<file path="src/rtl/cmp_seq_ctrl.sv">
// cmp_seq_ctrl: compares two W-bit operands for equality and unsigned
// magnitude by walking them MSB-first through one shared external 2-bit
// equality slice (eq2), one slice per clock, and stopping at the first
// slice that differs. Results are registered and flagged by a one-cycle
// done pulse; a new start is accepted only while ready is high.

module cmp_seq_ctrl #(
    parameter int W = 8
) (
    input  logic         clk,
    input  logic         rst_n,
    input  logic         start,
    input  logic [W-1:0] a,
    input  logic [W-1:0] b,
    output logic [1:0]   sl_a,
    output logic [1:0]   sl_b,
    input  logic         sl_eq,
    output logic         ready,
    output logic         done,
    output logic         a_eq_b,
    output logic         a_gt_b
);

    localparam int S  = W / 2;
    localparam int IW = (S > 1) ? $clog2(S) : 1;

    typedef enum logic [1:0] {
        IDLE = 2'd0,
        COMP = 2'd1,
        DONE = 2'd2
    } state_t;

    state_t          state;
    state_t          state_nxt;
    logic [W-1:0]    ra;
    logic [W-1:0]    rb;
    logic [IW-1:0]   idx;
    logic            last_slice;

    assign last_slice = (idx == '0);
    assign ready      = (state == IDLE);
    assign done       = (state == DONE);

    // State register; reset drops straight back to IDLE, aborting any compare.
    always_ff @(posedge clk or negedge rst_n) begin
        if (!rst_n) begin
            state <= IDLE;
        end else begin
            // NOTE: sequential state uses non-blocking (<=) so every register
            // samples pre-edge values, independent of statement order.
            state <= state_nxt;
        end
    end

    // Next-state logic: leave COMP on the first mismatch or after the LSB slice.
    always_comb begin
        // NOTE: default assigned first so no path through the case leaves
        // state_nxt unassigned, which would infer a latch.
        state_nxt = state;
        case (state)
            IDLE:    if (start) state_nxt = COMP;
            COMP:    if (!sl_eq || last_slice) state_nxt = DONE;
            DONE:    state_nxt = IDLE;
            default: state_nxt = IDLE;
        endcase
    end

    // Slice mux towards eq2: current slice of the captured operands, zero outside COMP.
    always_comb begin
        sl_a = 2'b00;
        sl_b = 2'b00;
        if (state == COMP) begin
            for (int i = 0; i < S; i++) begin
                if (idx == IW'(i)) begin
                    sl_a = ra[2*i +: 2];
                    sl_b = rb[2*i +: 2];
                end
            end
        end
    end

    // Operand capture, slice walk and result registers; results persist across starts.
    always_ff @(posedge clk or negedge rst_n) begin
        if (!rst_n) begin
            // NOTE: operand/index registers are reset too, so sl_a/sl_b and the
            // results are fully defined straight out of reset.
            ra     <= '0;
            rb     <= '0;
            idx    <= '0;
            a_eq_b <= 1'b0;
            a_gt_b <= 1'b0;
        end else begin
            case (state)
                IDLE: begin
                    if (start) begin
                        ra  <= a;
                        rb  <= b;
                        idx <= IW'(S - 1);
                    end
                end
                COMP: begin
                    if (!sl_eq) begin
                        a_eq_b <= 1'b0;
                        a_gt_b <= (sl_a > sl_b);
                    end else if (last_slice) begin
                        a_eq_b <= 1'b1;
                        a_gt_b <= 1'b0;
                    end else begin
                        idx <= idx - IW'(1);
                    end
                end
                default: ;
            endcase
        end
    end

endmodule

</file>
<file path="config.mk">
export PLATFORM = sky130hd
export DESIGN_NAME = cmp_seq_ctrl
export DESIGN_NICKNAME = d
export VERILOG_FILES = /design/src/rtl/cmp_seq_ctrl.sv
export SDC_FILE = /design/constraint.sdc
export NUM_CORES = 1
export LEC_CHECK = 0
export BUFFER_PORTS_ARGS = -buffer_cell sky130_fd_sc_hd__buf_2
export CORE_UTILIZATION = 46
export DETAILED_ROUTE_END_ITERATION = 6
export PLACE_DENSITY = 0.73
export SLEW_MARGIN = 20
export SYNTH_ARGS = -nofsm -noshare
export SYNTH_HDL_FRONTEND = slang
export SYNTH_SLANG_ARGS = --single-unit
export TNS_END_PERCENT = 20
</file>
<file path="constraint.sdc">
create_clock -name clk -period 2.3 [get_ports clk]
set_clock_uncertainty 0.2 [all_clocks]
set_input_delay 0.345 -clock clk [delete_from_list [all_inputs] [get_ports clk]]
set_output_delay 0.345 -clock clk [all_outputs]
set_load 0.01 [all_outputs]
</file>
==> results of run 1 <==
[power breakdown]
part	total (uW)	internal (uW)	switching, uW	leakage, uW
Sequential	725	575	150	0.000258
Combinational	1190	626	564	0.000417
Clock	207	96.6	110	0.0000210
Total	2120	1300	824	0.000696
[cell type report]
type	count	area share [%]
tap	28	2.30
timing repair buffer	41	16.8
inverter	5	1.23
clock buffer	4	2.38
sequential	22	36.2
multi-input combinational	60	41.1
[synthesized netlist by cell type (all sizes together), types with 2 or more instances]
cell    number  area (um^2)
dfrtp       22          551
a32oi        2         17.5
o41ai        2         17.5
nor2b        6         37.5
mux2        16          180
nand3        2         10.0
a21oi        5         25.0
a32o         2         20.0
ha           6         75.1
nor3         3         15.0
inv          5         18.8
clkbuf       2         7.51
nor2         3         11.3
a221oi       2         17.5
[stage by stage]
| step | cells | cell area (um^2) | utilization [%] | worst slack [ns] | total power, uW |
|---|---|---|---|---|---|
| floorplan | 90 | 1120 | - | 0.00360 | 1310 |
| global placement | 149 | 1330 | 59.5 | 0.0845 | 1570 |
| detailed placement | 149 | 1330 | 59.5 | -0.00101 | 1600 |
| CTS | 158 | 1440 | 64.3 | -0.0527 | 1910 |
| global route | 160 | 1520 | 68.2 | -0.164 | 2250 |
| finish | 160 | 1520 | 68.2 | -0.0971 | 2120 |
[routing by layer]
layer  vias up  track usage, %  share of wire [%]
met5         -               0                  0
met4         0            12.0                4.2
met3        15            6.55                5.9
met2        40            35.5                 50
met1       447            26.4                 40
li1        420               -                  -
[cell usage in the layout (no fill, tap or decap), types with 2 or more instances in the layout]
cell type and count:
clkbuf_4 3, inv_1 3, a32oi_1 2, buf_2 26
nor3_1 3, a21oi_1 5, dfrtp_1 21, buf_4 11
buf_6 3, nor2_1 3, nor2b_1 4, ha_1 2
inv_2 2, a32o_1 2, nand3_1 2, mux2_2 16
ha_4 4
[worst reg2reg max path: stages (launching register included)]
cell	delay (ns)
dfrtp_2	0.45
buf_6	0.13
ha_4	0.18
nor2b_4	0.18
a221oi_4	0.09
o41ai_4	0.26
buf_4	0.17
ha_1	0.23
a211o_1	0.29
o22ai_1	0.11
[registers in the layout, summed over array words and instances, names as in the netlist]
name / flops
a_gt_b: 1
ra: 8
idx: 2
state: 2
rb: 8
a_eq_b: 1
[repair_timing]
item	in CTS	in global routing
hold buffers	1	0
pin swaps	1	3
hold endpoints to repair	22	0
gates cloned	0	0
buffers inserted	4	2
endpoints found under the setup margin	5	5
resized for setup	9	12
[final timing paths]
path | from | to | slack [ns] | cells after the start
worst max-delay path | idx[0]$_DFFE_PN0P_ | sl_b[0] | -0.1 | 7
worst min-delay path | a[0] | ra[0]$_DFFE_PN0P_ | 0.06 | 2
worst max register to register | idx[0]$_DFFE_PN0P_ | a_gt_b$_DFFE_PN0P_ | -0.04 | 9
worst min register to register | a_eq_b$_DFFE_PN0P_ | a_eq_b$_DFFE_PN0P_ | 0.31 | 2
max in group asynchronous | rst_n | idx[0]$_DFFE_PN0P_ | 1.24 | 2
min in group asynchronous | rst_n | a_eq_b$_DFFE_PN0P_ | 0.31 | 2
[logic make-up (layout without fill, tap and decap cells)]
family,count (synthesis),after routing,synth area share (%)
flip-flops,22,22,49.6
adder cells (fa/ha/maj),6,6,6.76
buffers and inverters,8,50,3.38
AND/OR/NAND/NOR,20,20,11.7
multiplexers,16,16,16.2
AO/OA/AOI/OAI,18,18,12.3
==> out/results.txt, run 1 <==
Wire per inst: 17.2 um
Critical Path AT: 1.85 ns
Worst setup margin: -0.0971 ns
H-Tree Depth: 1
Crit end category: output port
Startpoint types: flop
Largest delay share family, worst path: flip-flops
Clock slew at reported path FFs: 0.11 ns
Post-synth net total: 116
Area occupied by registers: 552 um^2
Max-Cap Viols: 0
Via Count: 922
Area of the multi-input gates: 626 um^2
WP buf/inv: 3
Fin. max-slew vios: 0
I/O pin cnt: 28
Fin nets: 159
Area delta synth->final: 37.3%
Most used DFF post-synth: dfrtp_1
Crit-path cells: buf_6, ha_4, nor2b_4, a221oi_4, o41ai_4, buf_4, buf_6
HP Class: in2reg
First-pass GRT wire length: 4.13 mm
Worst EP required: 1.75 ns
Crit Path Category: reg2out
Share of cells above drive strength 1: 56.8%
Yosys reg bits: 22
FFs w/ async S/R, synth: 100%
Fin crit period: 2.40 ns
Starting density of the core: 49.7%
Final Setup Violations: 3
Core Region: 2230 um^2
Number of flops mapped to enable cells by yosys: 0
Largest net degree at the start of global routing: 23
Residual DRC: 0
Hold slack: 0.0633 ns
Fmax achieved: 417 MHz
Die Ht: 51.1 um
Top cell by count, worst path: buf_6
Drt total wl: 2.74 mm
Peak supply drop: 0.000870 V
First DRT Iteration DRCs: 27
Ys Warns: 0
Die width: 51.1 um
Antenna cell count: 0
Post-DP HPWL: 1.70 mm
Antenna violations before repair: 0
Status: finished, violations left
Synthesized instance count: 90
Number of global-route vias before repair: 906
Leakage: 0.000696 uW
Failing checks: setup timing
Setup TNS: -0.192 ns
Tightest Pin Transition: 0.468 ns
Root buffer cell: clkbuf_4
Pwr/cell area: 1390 nW/um^2
Distinct cells, synth: 26
RSZ-0062 raised after global routing: yes
GRT Util Overall: 22.1%
Mapped Area: 1110 um^2
Worst-skew pair later-pin latency: 0.30 ns
CTS tree: built
Num CTS Buffers: 3
Mapped Avg Cell Area: 12.3 um^2
Congestion Overflow GR: 0
Port Buf Inserts: 27
Pre-antenna DRT Iters: 4
Slew headroom: 68.8%
Vias per cell: 5.76
Row cnt: 17
Die area: 2610 um^2
Fill cells: 169
CP peak stage delay: 0.45 ns
CTS Sinks: 22
Clock buffer depth: 2
Crit share post-route: 104%
GPL Wtd Cong: 0.840
DRT antenna net count: 0
Sequential share of the synthesized area: 49.6%
Slowest CP cell: dfrtp_2
Final hold viol count: 0
Crit path max fanout: 5
(Power assumes the default switching activity.)
==> inputs of run 2 (changes only) <==
Settings changed: CAP_MARGIN set to 25, CELL_PAD_IN_SITES_DETAIL_PLACEMENT set to 0, CELL_PAD_IN_SITES_GLOBAL_PLACEMENT set to 1, CORE_UTILIZATION 46 to 36, PLACE_DENSITY 0.73 to unset, PLACE_DENSITY_LB_ADDON set to 0.1.
==> run 2 against run 1 <==
- the flow finishes with violations (DRC, setup timing)
- final area down 3.9%
- largest power group unchanged
- die area up 27%
- sequential cell count unchanged
- largest cell class unchanged
- power down 6.1%
- via count down 8.9%
- critical endpoint is now sl_a[1]
- utilization down 16 points
- worst hold slack worse by 0.0059 ns
- setup slack better by 0.059 ns
- register-to-register slack better by 0.10 ns
- cell count down 0.63%
==> out/results.txt, run 2 (same netlist as run 1, synthesis figures left out) <==
Status: finished, violations left (unchanged)
Failing checks: DRC, setup timing (was setup timing)
H-Tree Depth: 1 (unchanged)
Commonest non-fill, non-tap cell in the layout: buf_2 (unchanged)
CTS Sinks: 22 (unchanged)
Critical Path AT: 1.79 ns (was 1.85 ns)
HP Class: in2reg (unchanged)
Placed Cells: 151 (was 149)
Die Ht: 57.5 um (was 51.1 um)
Port Buf Inserts: 27 (unchanged)
Setup TNS: -0.0900 ns (was -0.192 ns)
Crit path max fanout: 10 (was 5)
Vias per cell: 5.28 (was 5.76)
Antenna cell count: 0 (unchanged)
Die area: 3310 um^2 (was 2610 um^2)
Reg power frac: 35.3% (was 34.2%)
Share of cells above drive strength 1: 54.7% (was 56.8%)
Tightest Pin Transition: 0.484 ns (was 0.468 ns)
FF-to-FF path depth: 6 (was 9)
Max-Cap Viols: 0 (unchanged)
Clock power share: 14.7% (was 9.8%)
First DRT Iteration DRCs: 24 (was 27)
Worst setup margin: -0.0379 ns (was -0.0971 ns)
Clock buffer depth: 2 (unchanged)
Final instance area: 1460 um^2 (was 1520 um^2)
Crit Path Category: reg2out (unchanged)
Wire per inst: 14.4 um (was 17.2 um)
Area occupied by registers: 552 um^2 (unchanged)
Die width: 57.5 um (was 51.1 um)
GRT Util Overall: 16.3% (was 22.1%)
Via Count: 840 (was 922)
Clock slew at reported path FFs: 0.13 ns (was 0.11 ns)
Comb power frac: 50.0% (was 56.1%)
Crit share post-route: 102% (was 104%)
Switching share of power: 35.8% (was 38.8%)
Capture point of the worst reg-to-reg path: a_gt_b$_DFFE_PN0P_ (unchanged)
Startpoint types: flop (unchanged)
First-pass GRT wire length: 4.02 mm (was 4.13 mm)
DRT antenna net count: 0 (unchanged)
Design Power: 1990 uW (was 2120 uW)
Residual DRC: 1 (was 0)
Fmax achieved: 428 MHz (was 417 MHz)
Antenna violations before repair: 0 (unchanged)
Final hold viol count: 0 (unchanged)
Psw: 713 uW (was 824 uW)
Worst EP required: 1.75 ns (about the same)
Hold path start: b[6] (was a[0])
Number of global-route vias before repair: 858 (was 906)
RSZ-0062 raised after global routing: yes (unchanged)
Starting density of the core: 39.2% (was 49.7%)
Area delta synth->final: 31.9% (was 37.3%)
CTS tree: built (unchanged)
Largest net degree at the start of global routing: 23 (unchanged)
Core Region: 2830 um^2 (was 2230 um^2)
I/O pin cnt: 28 (unchanged)
Worst-skew pair later-pin latency: 0.30 ns (about the same)
Slew headroom: 67.7% (was 68.8%)
Congestion Overflow GR: 0 (unchanged)
Placed cell areas: 1340 um^2 (was 1330 um^2)
Area of the multi-input gates: 569 um^2 (was 626 um^2)
Critical path startpoint: idx[0]$_DFFE_PN0P_ (unchanged)
Row cnt: 19 (was 17)
Num CTS Buffers: 3 (unchanged)
Worst R2R Start: idx[0]$_DFFE_PN0P_ (unchanged)
GPL Wtd Cong: 0.741 (was 0.840)
Post-DP HPWL: 1.79 mm (was 1.70 mm)
Root buffer cell: clkbuf_4 (unchanged)
Pwr/cell area: 1360 nW/um^2 (was 1390 nW/um^2)
Post-route insts no fill: 159 (was 160)
Fin nets: 155 (was 159)
Fin. max-slew vios: 0 (unchanged)
Internal power: 1280 uW (was 1300 uW)
Regs by FF count: ra (8), rb (8) (unchanged)
Fin crit period: 2.34 ns (was 2.40 ns)
Drt total wl: 2.30 mm (was 2.74 mm)
Most frequent cells in the layout: buf_2 (27), dfrtp_1 (21), mux2_2 (16) (was buf_2 (26), dfrtp_1 (21), mux2_2 (16))
Leakage: 0.000665 uW (was 0.000696 uW)
Setup crit end: sl_a[1] (was sl_b[0])
Final Setup Violations: 3 (unchanged)
Fill cells: 253 (was 169)
Pre-antenna DRT Iters: 6 (was 4)
Peak supply drop: 0.000617 V (was 0.000870 V)
Reg-to-reg setup timing slack: 0.06 ns (was -0.04 ns)
Crit end category: output port (unchanged)
[run 2: per-stage QoR]
stage | hold slack, ns | setup slack (ns) | util [%]
detailed placement | 0.136 | -0.0442 | 47.3
global placement | 0.135 | 0.0791 | 47.3
floorplan | -0.151 | 0.00360 | -
finish | 0.0574 | -0.0379 | 51.7
CTS | 0.0427 | -0.0730 | 50.6
global route | 0.0382 | -0.0992 | 51.7
[run 2: worst min-delay path by stage]
stage	cells after the start	to	slack [ns]
3_3_place_gp	1	idx[1]$_DFFE_PN0P_	0.14
3_5_place_dp	1	rb[5]$_DFFE_PN0P_	0.14
2_1_floorplan	0	a_eq_b$_DFFE_PN0P_	-0.15
6_report	2	rb[6]$_DFFE_PN0P_	0.06
5_1_grt	2	rb[1]$_DFFE_PN0P_	0.04
4_1_cts	2	ra[4]$_DFFE_PN0P_	0.04
[run 2: layer usage]
metal	routed length, um	vias to the layer above	track usage [%]	part of all wire (%)
met5	0	-	0	0
met4	22	0	3.14	0.96
met3	118	2	4.54	5.1
met2	1120	29	26.4	49
met1	1040	401	21.9	45
li1	-	408	-	-
[run 2: timing repair]
action,4_1_cts,5_1_grt
pin swaps,3,4
hold buffers,1,0
setup buffers,2,1
resized for setup,6,7
setup endpoints to repair,5,5
hold endpoints to repair,22,0
[run 2: final cells by class]
| class | instances | share of cell area, % |
|---|---|---|
| timing repair buffer | 37 | 15.9 |
| clock buffer | 3 | 1.54 |
| inverter | 5 | 1.28 |
| tap | 31 | 2.65 |
| sequential | 22 | 37.7 |
| multi-input combinational | 60 | 38.9 |
| clock inverter | 1 | 2.05 |
[run 2: critical path, cell delays in order (launching register included)]
cell and delay [ns]:
dfrtp_2 0.46, buf_4 0.16, ha_2 0.25, o41ai_2 0.42
buf_2 0.20
[run 2: power by group through the flow]
stage	clock network (uW)	logic, uW	registers (uW)
after floorplan	0	628	682
after global placement	0	885	713
after detailed placement	0	904	716
after CTS	303	960	698
after global routing	321	1100	727
final	293	996	702
